**src/rtl/rr_stream_arbiter.sv**
```systemverilog
// rtl/rr_stream_arbiter.sv - round-robin packet arbiter sharing one stream port
//
// mux: parametric beat selector. Picks DATA_SIZE-bit beat number `sel`
// out of DATA_COUNT packed beats (beat i at [(i+1)*DATA_SIZE-1 : i*DATA_SIZE]).
//   in_data   packed upstream beats
//   sel       beat index
//   out_data  selected beat
//
// rr_stream_arbiter: shares one downstream stream among DATA_COUNT requesters.
// A winner is chosen in ARB with rotating priority starting at ptr; the grant
// is then held in LOCK until the beat flagged last is transferred, so packets
// never interleave. The LOCK data path is purely combinational.
//   clk, rst_n   clock, asynchronous active-low reset
//   in_valid     per-requester beat valid
//   in_data      packed per-requester beats
//   in_last      per-requester end-of-packet flag
//   in_ready     per-requester beat accepted
//   out_valid    downstream beat valid
//   out_data     downstream beat
//   out_last     downstream end-of-packet flag
//   out_ready    downstream accepts beat
//   grant_addr   current / most recent granted requester
//   busy         a packet is locked

module mux #(
  parameter int DATA_SIZE  = 32,
  parameter int DATA_COUNT = 4,
  parameter int ADDR_SIZE  = 2
) (
  input  logic [DATA_SIZE*DATA_COUNT-1:0] in_data,
  input  logic [ADDR_SIZE-1:0]            sel,
  output logic [DATA_SIZE-1:0]            out_data
);

  // Indices >= DATA_COUNT fall back to beat 0.
  always_comb begin
    out_data = in_data[DATA_SIZE-1:0];
    for (int i = 1; i < DATA_COUNT; i++) begin
      if (sel == ADDR_SIZE'(i)) begin
        out_data = in_data[i*DATA_SIZE +: DATA_SIZE];
      end
    end
  end

endmodule

module rr_stream_arbiter #(
  parameter int DATA_SIZE  = 32,
  parameter int DATA_COUNT = 4,
  parameter int ADDR_SIZE  = 2
) (
  input  logic                            clk,
  input  logic                            rst_n,
  input  logic [DATA_COUNT-1:0]           in_valid,
  input  logic [DATA_SIZE*DATA_COUNT-1:0] in_data,
  input  logic [DATA_COUNT-1:0]           in_last,
  output logic [DATA_COUNT-1:0]           in_ready,
  output logic                            out_valid,
  output logic [DATA_SIZE-1:0]            out_data,
  output logic                            out_last,
  input  logic                            out_ready,
  output logic [ADDR_SIZE-1:0]            grant_addr,
  output logic                            busy
);

  typedef enum logic {
    ARB  = 1'b0,
    LOCK = 1'b1
  } state_t;

  state_t               state;
  state_t               state_nxt;
  logic [ADDR_SIZE-1:0] ptr;
  logic [ADDR_SIZE-1:0] ptr_nxt;
  logic [ADDR_SIZE-1:0] grant_nxt;
  logic [ADDR_SIZE-1:0] winner;
  logic                 found;
  logic                 sel_valid;
  logic                 sel_last;

  // base + off modulo DATA_COUNT; base is always < DATA_COUNT.
  function automatic logic [ADDR_SIZE-1:0] wrap_add(input logic [ADDR_SIZE-1:0] base,
                                                    input int                   off);
    int s;
    s = int'(base) + off;
    if (s >= DATA_COUNT) s = s - DATA_COUNT;
    return ADDR_SIZE'(s);
  endfunction

  mux #(
    .DATA_SIZE  (DATA_SIZE),
    .DATA_COUNT (DATA_COUNT),
    .ADDR_SIZE  (ADDR_SIZE)
  ) u_mux (
    .in_data  (in_data),
    .sel      (grant_addr),
    .out_data (out_data)
  );

  // Control bits of the granted requester.
  always_comb begin
    sel_valid = 1'b0;
    sel_last  = 1'b0;
    for (int i = 0; i < DATA_COUNT; i++) begin
      if (grant_addr == ADDR_SIZE'(i)) begin
        sel_valid = in_valid[i];
        sel_last  = in_last[i];
      end
    end
  end

  // Rotating-priority search. Offsets are scanned from farthest to nearest so
  // the requester closest to ptr is the last assignment and therefore wins.
  always_comb begin
    found  = 1'b0;
    winner = ptr;
    for (int k = DATA_COUNT - 1; k >= 0; k--) begin
      for (int i = 0; i < DATA_COUNT; i++) begin
        if (wrap_add(ptr, k) == ADDR_SIZE'(i) && in_valid[i]) begin
          found  = 1'b1;
          winner = ADDR_SIZE'(i);
        end
      end
    end
  end

  always_ff @(posedge clk or negedge rst_n) begin
    if (!rst_n) begin
      state      <= ARB;
      ptr        <= '0;
      grant_addr <= '0;
    end else begin
      state      <= state_nxt;
      ptr        <= ptr_nxt;
      grant_addr <= grant_nxt;
    end
  end

  always_comb begin
    state_nxt = state;
    ptr_nxt   = ptr;
    grant_nxt = grant_addr;
    out_valid = 1'b0;
    out_last  = 1'b0;
    in_ready  = '0;
    case (state)
      ARB: begin
        if (found) begin
          grant_nxt = winner;
          state_nxt = LOCK;
        end
      end
      LOCK: begin
        out_valid = sel_valid;
        out_last  = sel_last;
        for (int i = 0; i < DATA_COUNT; i++) begin
          in_ready[i] = (grant_addr == ADDR_SIZE'(i)) & out_ready;
        end
        if (sel_valid && out_ready && sel_last) begin
          state_nxt = ARB;
          // Skip unused indices so ptr never points past the last requester.
          ptr_nxt   = (grant_addr == ADDR_SIZE'(DATA_COUNT - 1)) ? '0 : grant_addr + 1'b1;
        end
      end
      default: state_nxt = ARB;
    endcase
  end

  assign busy = (state == LOCK);

endmodule
```
**config.mk**
```make
export PLATFORM = sky130hd
export DESIGN_NAME = rr_stream_arbiter
export DESIGN_NICKNAME = d
export VERILOG_FILES = /design/src/rtl/rr_stream_arbiter.sv
export SDC_FILE = /design/constraint.sdc
export NUM_CORES = 1
export LEC_CHECK = 0
export CORE_MARGIN = 10
export CORE_UTILIZATION = 26
export CTS_BUF_LIST = sky130_fd_sc_hd__clkbuf_8 sky130_fd_sc_hd__clkbuf_16
export DETAILED_ROUTE_END_ITERATION = 10
export GPL_ROUTABILITY_DRIVEN = 0
export PLACE_DENSITY_LB_ADDON = 0.2
export SYNTH_ARGS = -nofsm -noshare
export SYNTH_HDL_FRONTEND = slang
export SYNTH_SLANG_ARGS = --single-unit
export TNS_END_PERCENT = 100
```
**constraint.sdc**
```tcl
create_clock -name clk -period 2 [get_ports clk]
set_input_delay 0.4 -clock clk [delete_from_list [all_inputs] [get_ports clk]]
set_output_delay 0.4 -clock clk [all_outputs]
set_load 0.01 [all_outputs]
```
======== Word level (Yosys, flattened, before mapping) ========
Index checks and enable logic that the tools add are counted.
word-level totals
  bits in registers ....................... 5
  output and inout port bits .............. 41
  word-level logic and storage cells ...... 114
cells by class
  $add $sub $neg .......................... 8
  magnitude comparators ................... 4
  equality and inequality tests ........... 15
  multiplexer cells ....................... 54
  bitwise logic cells ..................... 5
  reductions and logical operators ........ 25
operator list
  operator                                                                             number
  32-bit 2-to-1 mux                                                                    3
  2-bit 2-to-1 mux                                                                     21
  1-bit 2-to-1 mux                                                                     28
  2-bit == test, second input constant                                                 10
  1-bit logical AND                                                                    18
  2-bit by 1-bit == test with 1-bit output, second input constant                      5
  2-bit logical NOT                                                                    5
  3-bit greater-or-equal comparator, second input constant                             3
  2-bit by 1-bit subtractor with 2-bit output, second input constant                   4
  2-bit by 2-bit adder with 3-bit output, second input constant                        2
  1-bit AND                                                                            4
  4-bit 2-to-1 mux                                                                     1
  2-bit AND reduction                                                                  2
  2-bit by 1-bit adder with 3-bit output, second input constant                        1
  2-bit by 3-bit greater-or-equal comparator with 1-bit output, second input constant  1
  2-bit by 1-bit adder with 2-bit output, second input constant                        1
  1-bit one-hot mux with 2 select lines                                                1
  1-bit NOT                                                                            1

======== Logic depth before layout (Yosys ltp) ========
  depth in word-level cells ............... 23
  mapped depth ............................ 8
  gate-level depth less buffers ........... 6

======== By module ========
A second synthesis with hierarchy kept.
unflattened totals
  cell total of the unflattened synthesis .. 93
  area total of the unflattened synthesis .. 1292.5 um2
by module, submodules not included
  module             times used  cells each  area an instance (um2)  sequential area each (um2)
  mux                1           39          814.5                   0.0
  rr_stream_arbiter  1           54          478.0                   125.1

======== Least setup slack after synthesis ========
Ideal clock, no wire load.
  path kind ............................... flip-flop to output port
  from .................................... register grant_addr[0]
  to ...................................... output port out_data[0]
  data arrival time ....................... 1.692 ns
  data required time ...................... 1.600 ns
  slack ................................... -0.092 ns
  stages on the path, launching flop included .. 7
  buffers on the path ..................... 2
  cell sequence ........................... dfrtp_1 > inv_1 > ha_1 > clkbuf_1 > clkbuf_1 > a21oi_1 > o21ai_0
on the way
  longest elaborated chain between the ends .. 4
RTL lines
  what                                      RTL line  text
  from (decl)                               62        output logic [ADDR_SIZE-1:0] grant_addr,
  from (signal assigned)                    135       grant_addr <= grant_nxt;
  2-bit by 1-bit == test with 1-bit output  39        if (sel == ADDR_SIZE'(i)) begin
  32-bit 2-to-1 mux (2 in series)           39
  32-bit 2-to-1 mux *                       39
  to (decl)                                 59        output logic [DATA_SIZE-1:0] out_data,
Every way passes the cells marked *; elsewhere a longest branch is shown, timed or not.

======== Worst setup path after layout ========
  from .................................... register grant_addr[1]
  to ...................................... output port out_data[23]
The elaborated chain is that of the path after synthesis.

==> impl_summary.md <==
CTS
The longest clock path from root to sink contains 2 buffers. The TritonCTS buffer count is 3. The CTS root buffer is sky130_fd_sc_hd__clkbuf_8.

The clock-pin slew of the registers on the worst-case setup and hold paths is 40 ps. The clock insertion delay at the later pin of the skew report is 230 ps. The CTS tree is yes. The CTS H-tree depth is 1. The number of buffers added to fix hold violations after cts is 0. The number of sinks on the clock net is 5.

Floorplanning
The floorplan step set the die height to 93.8 um. The row count is 26. The area enclosed by the die boundary is 0.00879 sq mm. The die is roughly 94 um wide. Once the floorplan was initialized, standard cells occupied 27.2% of the core. After floorplanning, the core was sized to cover 0.00520 sq mm. During I/O placement, the number of pins put on the boundary was 180.

Drt
In the final routed layout, each cell accounts on average for 18.2 um. The iteration-0 DRC count of the detailed router is 52. The average via count per standard cell is 4.85. The final antenna-violating net count is 0. The aggregate routed wire length is 9340 um. For this run, design rule violations remaining after detail routing come to 0.

The pre-antenna-repair detailed-routing pass consisted of 4 iterations. The via count is 2,486.

Outcome
The flow ran to the end, but the final reports show violations. The final reports fail on negative setup slack.

Power
The analysis attributes to cell leakage a power of 1.55 nW. The worst-case IR drop observed on VDD is 0.000561 V. The total power per unit cell area is 1200 mW/mm^2. After layout, the design draws a total of 4.50 mW.

Setup path
The cell count of the worst reg-to-reg path is 8. In this run the worst setup path begins at grant_addr[1]. The maximum fanout along the worst path is 5. The most numerous cell type found on the critical path is sky130_fd_sc_hd__buf_12.

The setup slack of the worst register-to-register path is 10 ps. In this design, the largest share of critical-path delay is due to buffers and inverters. Among all stages on the critical path, the largest delay is contributed by sky130_fd_sc_hd__dfrtp_1. The critical setup path kind is reg2out.

The critical path depth is 10. The kind of end point of the critical path is a primary output. The number of buffers and inverters on the critical path is 5. The critical path goes through inv_2 > ha_4 > buf_6 > buf_12 > buf_12 > mux2i_1 > nor2_1 > a21oi_1 > o21ai_1 > buf_2.

On the worst path, the slowest cell contributes a delay of approximately 370 ps. The element type at the critical path start is a flip-flop. The critical path ends at out_data[23].

Data on the critical path is required at its endpoint by 1600 ps. Data arrives at the worst endpoint at about 1800 ps. The start of the worst register-to-register path is grant_addr[0]. The capture point of the worst reg-to-reg path is ptr[1].

Min path
The worst hold path belongs to the class in2async.

STA
The relative slew slack is 72.6%. The worst path setup slack after routing is -164 ps. Setup repair after global routing could not meet its margin everywhere. The achievable frequency is about 460 MHz. The count of pins over their slew limit is 0. The total of endpoints with negative setup slack in the final report is 34. The hold violation count in the final report is 0.

For the pin with the worst max-slew slack, the measured transition is approximately 400 ps. On the final layout, the worst clock skew is 4.84 ps. The share of the cycle needed by the critical path after routing is 108%.

Subtracting the final worst setup slack from the clock period gives 2160 ps.

Flow run
Across the run, the number of max-cap violations was 0.

Final layout
From synthesis to final layout, the design area changed by 165%. The final layout contains 587 nets. The post-route core utilization is 72.0%. In the final layout, the share of cells above drive strength 1 is 22.8%.

In the layout the commonest cells are sky130_fd_sc_hd__clkdlybuf4s50_1 (141), sky130_fd_sc_hd__nand2_1 (37), sky130_fd_sc_hd__nor2_1 (35). The number of fillers in the final layout is 447. Leaving out fill and tap cells, the most frequent cell in the layout is sky130_fd_sc_hd__clkdlybuf4s50_1.

0 antenna diodes ended up in the layout.

Global route
The number of global-route vias before repair is roughly 2,500. The initial antenna violation count is 0. The overall track demand over capacity in global routing is 18.5%. The total overflow left after global routing is 0. Entering global routing, the biggest net connects 47 pins.

The first-pass GRT wire length is 13,200 um.

Yosys
The proportion of synthesized chip area in sequential cells is 8.84%. Counting flops and latches in the post-synthesis netlist gives 5. Ranked by total cell area, the synthesized netlist is headed by sky130_fd_sc_hd__mux2i_1 (23%), sky130_fd_sc_hd__a21oi_1 (13%), sky130_fd_sc_hd__o21ai_0 (12%).

In this run the cell area of the synthesized design comes to between 0.001 and 0.0015 sq mm. The total number of yosys warnings is 0. The number of nets handed over by synthesis was roughly 380. The count of unique library cells instantiated by Yosys is 29.

The mean post-synth cell area is 6.07 sq um. Synthesis produced about 230 cells. The largest area contributor in the synthesized netlist is sky130_fd_sc_hd__mux2i_1. The top cell type by area accounts for a little under a quarter of the synthesized area.

Place
The setup slack after placement is -454 ps. The half-perimeter wire length of the detailed placement result is 7210 um. The count of port buffers added during placement is between 150 and 200.
==> layer usage <==
metal | track usage (%) | share of wire [%]
met5 | 0 | 0
met4 | 3.42 | 1.0
met3 | 8.55 | 12
met2 | 34.6 | 50
met1 | 18.4 | 37
==> synthesized netlist by cell type <==
cell,number
sky130_fd_sc_hd__buf_1,1
sky130_fd_sc_hd__nor2_1,36
sky130_fd_sc_hd__o32ai_1,1
sky130_fd_sc_hd__nor2b_1,2
sky130_fd_sc_hd__ha_1,4
sky130_fd_sc_hd__nor3b_1,1
sky130_fd_sc_hd__a32o_1,1
sky130_fd_sc_hd__a21oi_1,36
sky130_fd_sc_hd__o2bb2ai_1,1
sky130_fd_sc_hd__nand3b_1,2
sky130_fd_sc_hd__nand2_1,38
sky130_fd_sc_hd__buf_6,1
sky130_fd_sc_hd__a31oi_1,1
sky130_fd_sc_hd__dfrtp_1,5
sky130_fd_sc_hd__inv_1,4
sky130_fd_sc_hd__o21a_1,1
sky130_fd_sc_hd__buf_2,5
sky130_fd_sc_hd__and2_1,2
sky130_fd_sc_hd__a2111oi_0,1
sky130_fd_sc_hd__a221oi_1,1
sky130_fd_sc_hd__nand4_1,1
sky130_fd_sc_hd__clkbuf_1,12
sky130_fd_sc_hd__a311oi_2,1
sky130_fd_sc_hd__mux2i_1,33
sky130_fd_sc_hd__nand3_1,1
sky130_fd_sc_hd__nand2b_1,1
sky130_fd_sc_hd__o21ai_0,34
sky130_fd_sc_hd__mux2_1,1
sky130_fd_sc_hd__and3_1,5
==> worst min path at each step <==
stage                      start  endpoint  slack [ps]  cells after the start
after floorplan            rst_n      busy         100                      0
after detailed placement  ptr[0]    ptr[0]         510                      1
final                      rst_n      busy         400                      1
after global routing       rst_n      busy         420                      1
after global placement    ptr[0]    ptr[0]         510                      1
after CTS                  rst_n      busy         400                      1
==> repair_timing <==
item / in CTS / in global routing
pin swaps: 7 / 12
setup endpoints to repair: 38 / 38
gates resized for setup: 152 / 22
buffers inserted: 17 / 7
cloned: 1 / 5
==> where the power goes <==
group | total (mW) | leakage [nW] | switching, mW | internal (mW)
registers | 0.217 | 0.0575 | 0.0655 | 0.152
clock network | 0.192 | 0.0269 | 0.0594 | 0.132
logic | 4.10 | 1.47 | 1.92 | 2.18
total | 4.50 | 1.55 | 2.04 | 2.46
==> sequential cells by signal, indices dropped and copies added, names as in the netlist <==
| signal | flops |
|---|---|
| ptr | 2 |
| busy | 1 |
| grant_addr | 2 |
==> cell type report <==
class	instances	area [sq um]	area share, %
inverters	4	15.0	0.401
flip-flops and latches	5	126	3.37
well taps	70	87.6	2.34
clock buffers	3	41.3	1.10
multi-input cells	205	1280	34.3
repair buffers	225	2190	58.4
clock inverters	1	3.75	0.100
==> logic make-up after synthesis <==
logic type	share of synthesized area, %
adder cells (fa/ha/maj)	3.54
AO/OA/AOI/OAI	30.0
AND/OR/NAND/NOR	26.4
multiplexers	24.1
buffers and inverters	7.07
flip-flops	8.84
==> stage by stage <==
stage | area, sq um | instances | setup TNS, ps | hold slack [ps]
after floorplan | 1420 | 233 | 0 | 104
after global placement | 3420 | 483 | -9790 | 512
after detailed placement | 3420 | 483 | -10460 | 508
after CTS | 3560 | 504 | -4310 | 403
after global routing | 3750 | 513 | -7020 | 415
final | 3750 | 513 | -3600 | 395
No activity file was read; power rests on OpenSTA's default activity.
